$ cat src/rtl/instr_fetch_unit_pkg.sv
// instr_fetch_unit_pkg
//   Constants and helpers shared by the instruction fetch unit and its queue.
//   INSTR_WIDTH : width of one fetched instruction word
//   OPCODE_JAL  : RV32 opcode of JAL, the only statically predicted-taken jump
//   j_imm()     : sign-extended J-type immediate, built from instruction bits [31:12]
package instr_fetch_unit_pkg;

  localparam int         INSTR_WIDTH = 32;
  localparam logic [6:0] OPCODE_JAL  = 7'b1101111;

  // The J-immediate is scattered over bits [31:12]. Only those bits are passed in,
  // so every argument bit is used. Bit 0 of the offset is always zero.
  function automatic logic [31:0] j_imm(input logic [31:12] instr);
    return {{12{instr[31]}}, instr[19:12], instr[20], instr[30:21], 1'b0};
  endfunction

endpackage

$ cat src/rtl/instr_fetch_unit_queue.sv
// instr_fetch_unit_queue
//   Circular FIFO that holds fetched {instr, pc, predicted next pc} entries
//   until decode takes them.
//   Ports:
//     clk        in   clock
//     rst_n      in   synchronous active-low reset (clears pointers and storage)
//     flush      in   drops every entry; overrides push and pop
//     push       in   enqueue push_data (ignored when full)
//     push_data  in   entry to store
//     pop        in   dequeue the head (ignored when empty)
//     head_data  out  entry at the head
//     empty      out  no entries held
//     full       out  all 2**QUEUE_WIDTH entries held
module instr_fetch_unit_queue #(
  parameter int DATA_WIDTH  = 66,
  parameter int QUEUE_WIDTH = 3
) (
  input  logic                  clk,
  input  logic                  rst_n,
  input  logic                  flush,
  input  logic                  push,
  input  logic [DATA_WIDTH-1:0] push_data,
  input  logic                  pop,
  output logic [DATA_WIDTH-1:0] head_data,
  output logic                  empty,
  output logic                  full
);

  localparam int                 DEPTH      = 1 << QUEUE_WIDTH;
  localparam logic [QUEUE_WIDTH:0] FULL_COUNT = {1'b1, {QUEUE_WIDTH{1'b0}}};

  logic [DATA_WIDTH-1:0]  mem [DEPTH];
  logic [QUEUE_WIDTH-1:0] head;
  logic [QUEUE_WIDTH-1:0] tail;
  logic [QUEUE_WIDTH:0]   count;
  logic                   do_push;
  logic                   do_pop;

  assign empty     = (count == '0);
  assign full      = (count == FULL_COUNT);
  assign do_push   = push & ~full;
  assign do_pop    = pop & ~empty;
  assign head_data = mem[head];

  // Storage is cleared on reset so the head outputs read as zero afterwards.
  // A flush only resets the pointers; stale entries are never visible because
  // empty gates the consumer.
  always_ff @(posedge clk) begin
    if (!rst_n) begin
      head  <= '0;
      tail  <= '0;
      count <= '0;
      for (int i = 0; i < DEPTH; i++) begin
        mem[i] <= '0;
      end
    end else if (flush) begin
      head  <= '0;
      tail  <= '0;
      count <= '0;
    end else begin
      if (do_push) begin
        mem[tail] <= push_data;
        tail      <= tail + 1'b1;
      end
      if (do_pop) begin
        head <= head + 1'b1;
      end
      case ({do_push, do_pop})
        2'b10:   count <= count + 1'b1;
        2'b01:   count <= count - 1'b1;
        default: count <= count;
      endcase
    end
  end

endmodule

$ cat src/rtl/instr_fetch_unit.sv
// instr_fetch_unit
//   Owns the PC, issues fetch requests to the instruction side of the cache,
//   statically predicts JAL as taken (everything else PC+4) and buffers fetched
//   words with their PC and predicted next PC for decode.
//   Ports:
//     clkIn           in   clock
//     resetIn         in   synchronous active-low reset
//     readyIn         in   CPU ready; low freezes all state
//     cacheReqValid   out  fetch request valid
//     cacheReqAddr    out  fetch address (always the PC)
//     cacheInstrValid in   fetched word valid for cacheReqAddr
//     cacheInstr      in   fetched word
//     redirectValid   in   branch resolution redirect (flushes the queue)
//     redirectPc      in   corrected next PC
//     issueValid      out  queue head valid
//     issueReady      in   consumer takes the head
//     issueInstr      out  head instruction
//     issuePc         out  head PC
//     issuePredPc     out  head predicted next PC
module instr_fetch_unit
  import instr_fetch_unit_pkg::*;
#(
  parameter int                   ADDR_WIDTH  = 17,
  parameter int                   QUEUE_WIDTH = 3,
  parameter logic [ADDR_WIDTH-1:0] RESET_PC   = '0
) (
  input  logic                   clkIn,
  input  logic                   resetIn,
  input  logic                   readyIn,
  output logic                   cacheReqValid,
  output logic [ADDR_WIDTH-1:0]  cacheReqAddr,
  input  logic                   cacheInstrValid,
  input  logic [INSTR_WIDTH-1:0] cacheInstr,
  input  logic                   redirectValid,
  input  logic [ADDR_WIDTH-1:0]  redirectPc,
  output logic                   issueValid,
  input  logic                   issueReady,
  output logic [INSTR_WIDTH-1:0] issueInstr,
  output logic [ADDR_WIDTH-1:0]  issuePc,
  output logic [ADDR_WIDTH-1:0]  issuePredPc
);

  localparam int ENTRY_WIDTH = INSTR_WIDTH + 2 * ADDR_WIDTH;

  logic [ADDR_WIDTH-1:0]  pc;
  logic [ADDR_WIDTH-1:0]  next_pc;
  logic [31:0]            offset;
  logic [31:0]            target_sum;
  logic                   unused_sum_hi;
  logic                   q_empty;
  logic                   q_full;
  logic                   push;
  logic                   pop;
  logic                   flush;
  logic [ENTRY_WIDTH-1:0] head_entry;

  // Prediction adder: the sum is formed at 32 bits and truncated, so a
  // backwards jump below address zero wraps to the top of the address space.
  assign offset        = (cacheInstr[6:0] == OPCODE_JAL) ? j_imm(cacheInstr[31:12]) : 32'd4;
  assign target_sum    = {{(32 - ADDR_WIDTH){1'b0}}, pc} + offset;
  assign next_pc       = target_sum[ADDR_WIDTH-1:0];
  assign unused_sum_hi = ^target_sum[31:ADDR_WIDTH];

  // Request and issue are gated by reset directly so a reset in the middle of
  // a miss drops the request in the same cycle. Full is the registered count,
  // so a pop cannot open a slot for a push in the same cycle.
  assign cacheReqValid = resetIn & readyIn & ~q_full;
  assign cacheReqAddr  = pc;
  assign issueValid    = resetIn & readyIn & ~q_empty;

  assign flush = redirectValid & readyIn;
  assign push  = cacheReqValid & cacheInstrValid & ~redirectValid;
  assign pop   = issueValid & issueReady & ~redirectValid;

  // A redirect wins over a fetch that completes in the same cycle.
  always_ff @(posedge clkIn) begin
    if (!resetIn) begin
      pc <= RESET_PC;
    end else if (flush) begin
      pc <= redirectPc;
    end else if (push) begin
      pc <= next_pc;
    end
  end

  instr_fetch_unit_queue #(
    .DATA_WIDTH (ENTRY_WIDTH),
    .QUEUE_WIDTH(QUEUE_WIDTH)
  ) u_queue (
    .clk      (clkIn),
    .rst_n    (resetIn),
    .flush    (flush),
    .push     (push),
    .push_data({cacheInstr, pc, next_pc}),
    .pop      (pop),
    .head_data(head_entry),
    .empty    (q_empty),
    .full     (q_full)
  );

  assign issueInstr  = head_entry[ENTRY_WIDTH-1 -: INSTR_WIDTH];
  assign issuePc     = head_entry[2*ADDR_WIDTH-1 -: ADDR_WIDTH];
  assign issuePredPc = head_entry[ADDR_WIDTH-1:0];

endmodule

$ cat config.mk
export PLATFORM = sky130hd
export DESIGN_NAME = instr_fetch_unit
export DESIGN_NICKNAME = d
export VERILOG_FILES = /design/src/rtl/instr_fetch_unit_pkg.sv /design/src/rtl/instr_fetch_unit_queue.sv /design/src/rtl/instr_fetch_unit.sv
export SDC_FILE = /design/constraint.sdc
export NUM_CORES = 1
export LEC_CHECK = 0
export BUFFER_PORTS_ARGS = -buffer_cell sky130_fd_sc_hd__buf_2
export CAP_MARGIN = 10
export CORE_ASPECT_RATIO = 1.25
export CORE_MARGIN = 2
export CORE_UTILIZATION = 61
export CTS_CLUSTER_DIAMETER = 100
export DETAILED_ROUTE_END_ITERATION = 16
export PLACE_DENSITY = 0.8
export SYNTH_ARGS = -nofsm -noshare
export SYNTH_HDL_FRONTEND = slang
export SYNTH_SLANG_ARGS = --single-unit
$ cat constraint.sdc
create_clock -name clkIn -period 4.4 [get_ports clkIn]
set_input_delay 0.88 -clock clkIn [delete_from_list [all_inputs] [get_ports clkIn]]
set_output_delay 0.88 -clock clkIn [all_outputs]
set_load 0.05 [all_outputs]
==> flow_metrics.tcl <==
set metrics [dict create \
    multiInputGateArea_sq_um 8478 \
    ys_seq_elements 550 \
    clock_latency_ns 0.58 \
    start_util_pct 61.44 \
    area_growth_pct 13.21 \
    skew_ns 0.02164 \
    leakagePower_nw 10.30 \
    ys_warn_count 0 \
    crit_path_cell_trace "buf_12 -> mux4_2 -> mux2_2 -> buf_2" \
    start_kind "register" \
    power_density_nw_per_um2 384.8 \
    placement.cell_area_sq_um 26740 \
    seqCellArea_sq_um 16230 \
    rows 83 \
    ys_seq_area_share_pct 64.67 \
    cts_tree "built" \
    crit_family "multiplexers" \
    fillers 2670 \
    holdWs_ns 0.5473 \
    status "complete, no violations" \
    cts_buffers 51 \
    cts_sinks 550 \
    routed_wl_mm 61.02 \
    gr-total-overflow 0 \
    hold_buffers 0 \
    ys.flop_type "edfxtp_1" \
    hold_viol 0 \
    setup_violations 0 \
    slew-limit-headroom_pct 44.13 \
    cts_resized 0 \
    dieWidth_microns 185.3 \
    crit_buf_inv 2 \
    grt_pass1_vias 15460 \
    fmax_ghz 0.2666 \
    post-route-drc-count 0 \
    cp.required_ns 3.52 \
    place_congestion 0.9146 \
    dieArea_sq_um 42750 \
    netlist_area_sq_um 25070 \
    crit_fanout 33 \
    fin_area_sq_um 28390 \
    io_pins 140 \
    worstHoldPathType "register to register" \
    drive_gt1_share_pct 26.34 \
    synth_edf_count 520 \
    grt_pass1_wl_mm 91.60 \
    setup_ws_ns 0.6487 \
    end_kind "output port" \
    core_area_sq_um 40810 \
    cts.clk_slew.worst_paths_ns 0.06 \
    grt_max_degree 75 \
    synth_nets 1712 \
    rsz0062_at_grt "false" \
    fin_crit_sh_pct 85.26 \
    grt_use_total_pct 29.39 \
    drv_slew 0 \
    antenna_found_initial 5 \
    vdd_ir_drop_max_uv 315.1 \
    drt_pre_antenna_iters 5 \
    port_buffers 139 \
    nets 1850 \
    via_per_inst 6.190 \
    clockBufferDepth 3 \
    async_flop_share_pct 0 \
    cpPeakStageDelay_ns 0.86 \
    syn_inst 1635 \
    dp_worst_setup_slack_ns 0.3112 \
    cts_setup_buffers 0 \
    path_class "register to output port" \
    ant_nets 0 \
    postSynthAreaPerCell_sq_um 15.34 \
    synth_cell_type_count 55 \
    dp_hpwl_mm 34.76 \
    wire_per_inst_microns 25.76 \
    cap_violations 0 \
    min_period_ns 3.751 \
    cp_slowest_cell "dfxtp_4" \
    route.vias.total 14660 \
    clockRootBuffer "clkbuf_16" \
    drtIter0Drc 1495 \
    fin_util_pct 69.55 \
    final.setup.tns_ns 0 \
    die_y_microns 230.7 \
    ctsHtreeMaxLevel 2 \
    worst_pin_slew_ns 0.8381 \
    arrival_ns 2.87 \
]
-- worst min-delay path: cells and delay by family (launching register included) --
kind             cells  cell delay, ns
flip-flops           1            0.33
AND/OR/NAND/NOR      1            0.11
XOR/XNOR             1            0.06
-- flip-flops by register name, summed over array words and instances (netlist names), named ones only --
| signal | flops |
|---|---|
| cacheReqAddr | 17 |
| u_queue.count | 4 |
| u_queue.head | 3 |
| u_queue.mem | 520 |
| u_queue.tail | 3 |
-- power by group --
group,internal [mW],switching (mW),total [mW]
Combinational,0.183,0.431,0.614
Clock,2.49,1.86,4.35
Sequential,5.88,0.0764,5.96
Total,8.56,2.37,10.9
-- layout by cell type (no fill, tap or decap), types with 20 or more instances in the layout --
master and count:
buf_2 139, o21ai_0 21, and2_1 430, buf_4 34
nand2_1 30, mux2_2 65, mux4_2 130, ha_1 20
clkbuf_1 20, clkbuf_16 53, nor2_1 132, edfxtp_1 520
dfxtp_1 27
-- final cells by class --
type | instances | area share [%]
clock buffer | 79 | 5.227
tap | 552 | 2.433
sequential | 550 | 57.16
antenna | 2 | 0.01763
timing repair buffer | 191 | 4.619
multi-input combinational | 969 | 29.87
clock inverter | 16 | 0.5421
inverter | 10 | 0.1322
-- metal layers --
metal	vias up	part of all wire [%]	track usage, %
met3	136	9.1	5.679
li1	6332	-	-
met5	-	0.057	0
met1	7439	36	37.44
met4	6	3.5	10.86
met2	750	51	50.23
-- metrics by stage --
stage | total power, mW | cells
after detailed placement | 6.679 | 2272
after CTS | 10.95 | 2367
after global routing | 11.18 | 2368
final | 10.92 | 2369
after global placement | 6.653 | 2272
after floorplan | 6.419 | 1635
-- final timing paths --
kind | from | endpoint | slack [ns] | depth (start not counted)
setup / recovery | register | issuePc[16] | 0.65 | 4
hold / removal | u_queue.head[2] | u_queue.head[2] | 0.55 | 2
setup reg to reg | cacheReqAddr[1] | u_queue.mem[1][13] | 1.38 | 9
hold reg to reg | u_queue.head[2] | u_queue.head[2] | 0.55 | 2
-- cells by family (layout without fill, tap and decap cells) --
| family | Yosys count | count (layout) | share of synthesized area, % |
|---|---|---|---|
| buf+inv | 116 | 296 | 1.906 |
| compound gates | 84 | 84 | 2.340 |
| mux | 198 | 198 | 14.72 |
| simple gates | 646 | 646 | 14.55 |
| flops | 550 | 550 | 64.67 |
| other cells | 0 | 2 | 0 |
| xor+xnor | 19 | 19 | 0.6637 |
| fa+ha+maj | 22 | 22 | 1.158 |
-- Yosys cell counts (6+ instances only) --
master | count | share of area (%)
buf_2 | 13 | 0.26
xnor2_1 | 10 | 0.35
a22o_1 | 7 | 0.24
o21ai_0 | 21 | 0.42
nand3_1 | 14 | 0.28
dfxtp_1 | 30 | 2.4
edfxtp_1 | 520 | 62
nand2_1 | 38 | 0.57
a21o_1 | 6 | 0.18
mux2_2 | 65 | 2.9
a22oi_1 | 9 | 0.27
clkbuf_1 | 75 | 1.1
clkbuf_2 | 12 | 0.24
mux4_2 | 130 | 12
and2_1 | 430 | 11
inv_1 | 9 | 0.13
nor2_1 | 135 | 2.0
ha_1 | 20 | 1.0
xor2_1 | 9 | 0.31
a21oi_1 | 17 | 0.34
(Power assumes the default switching activity.)
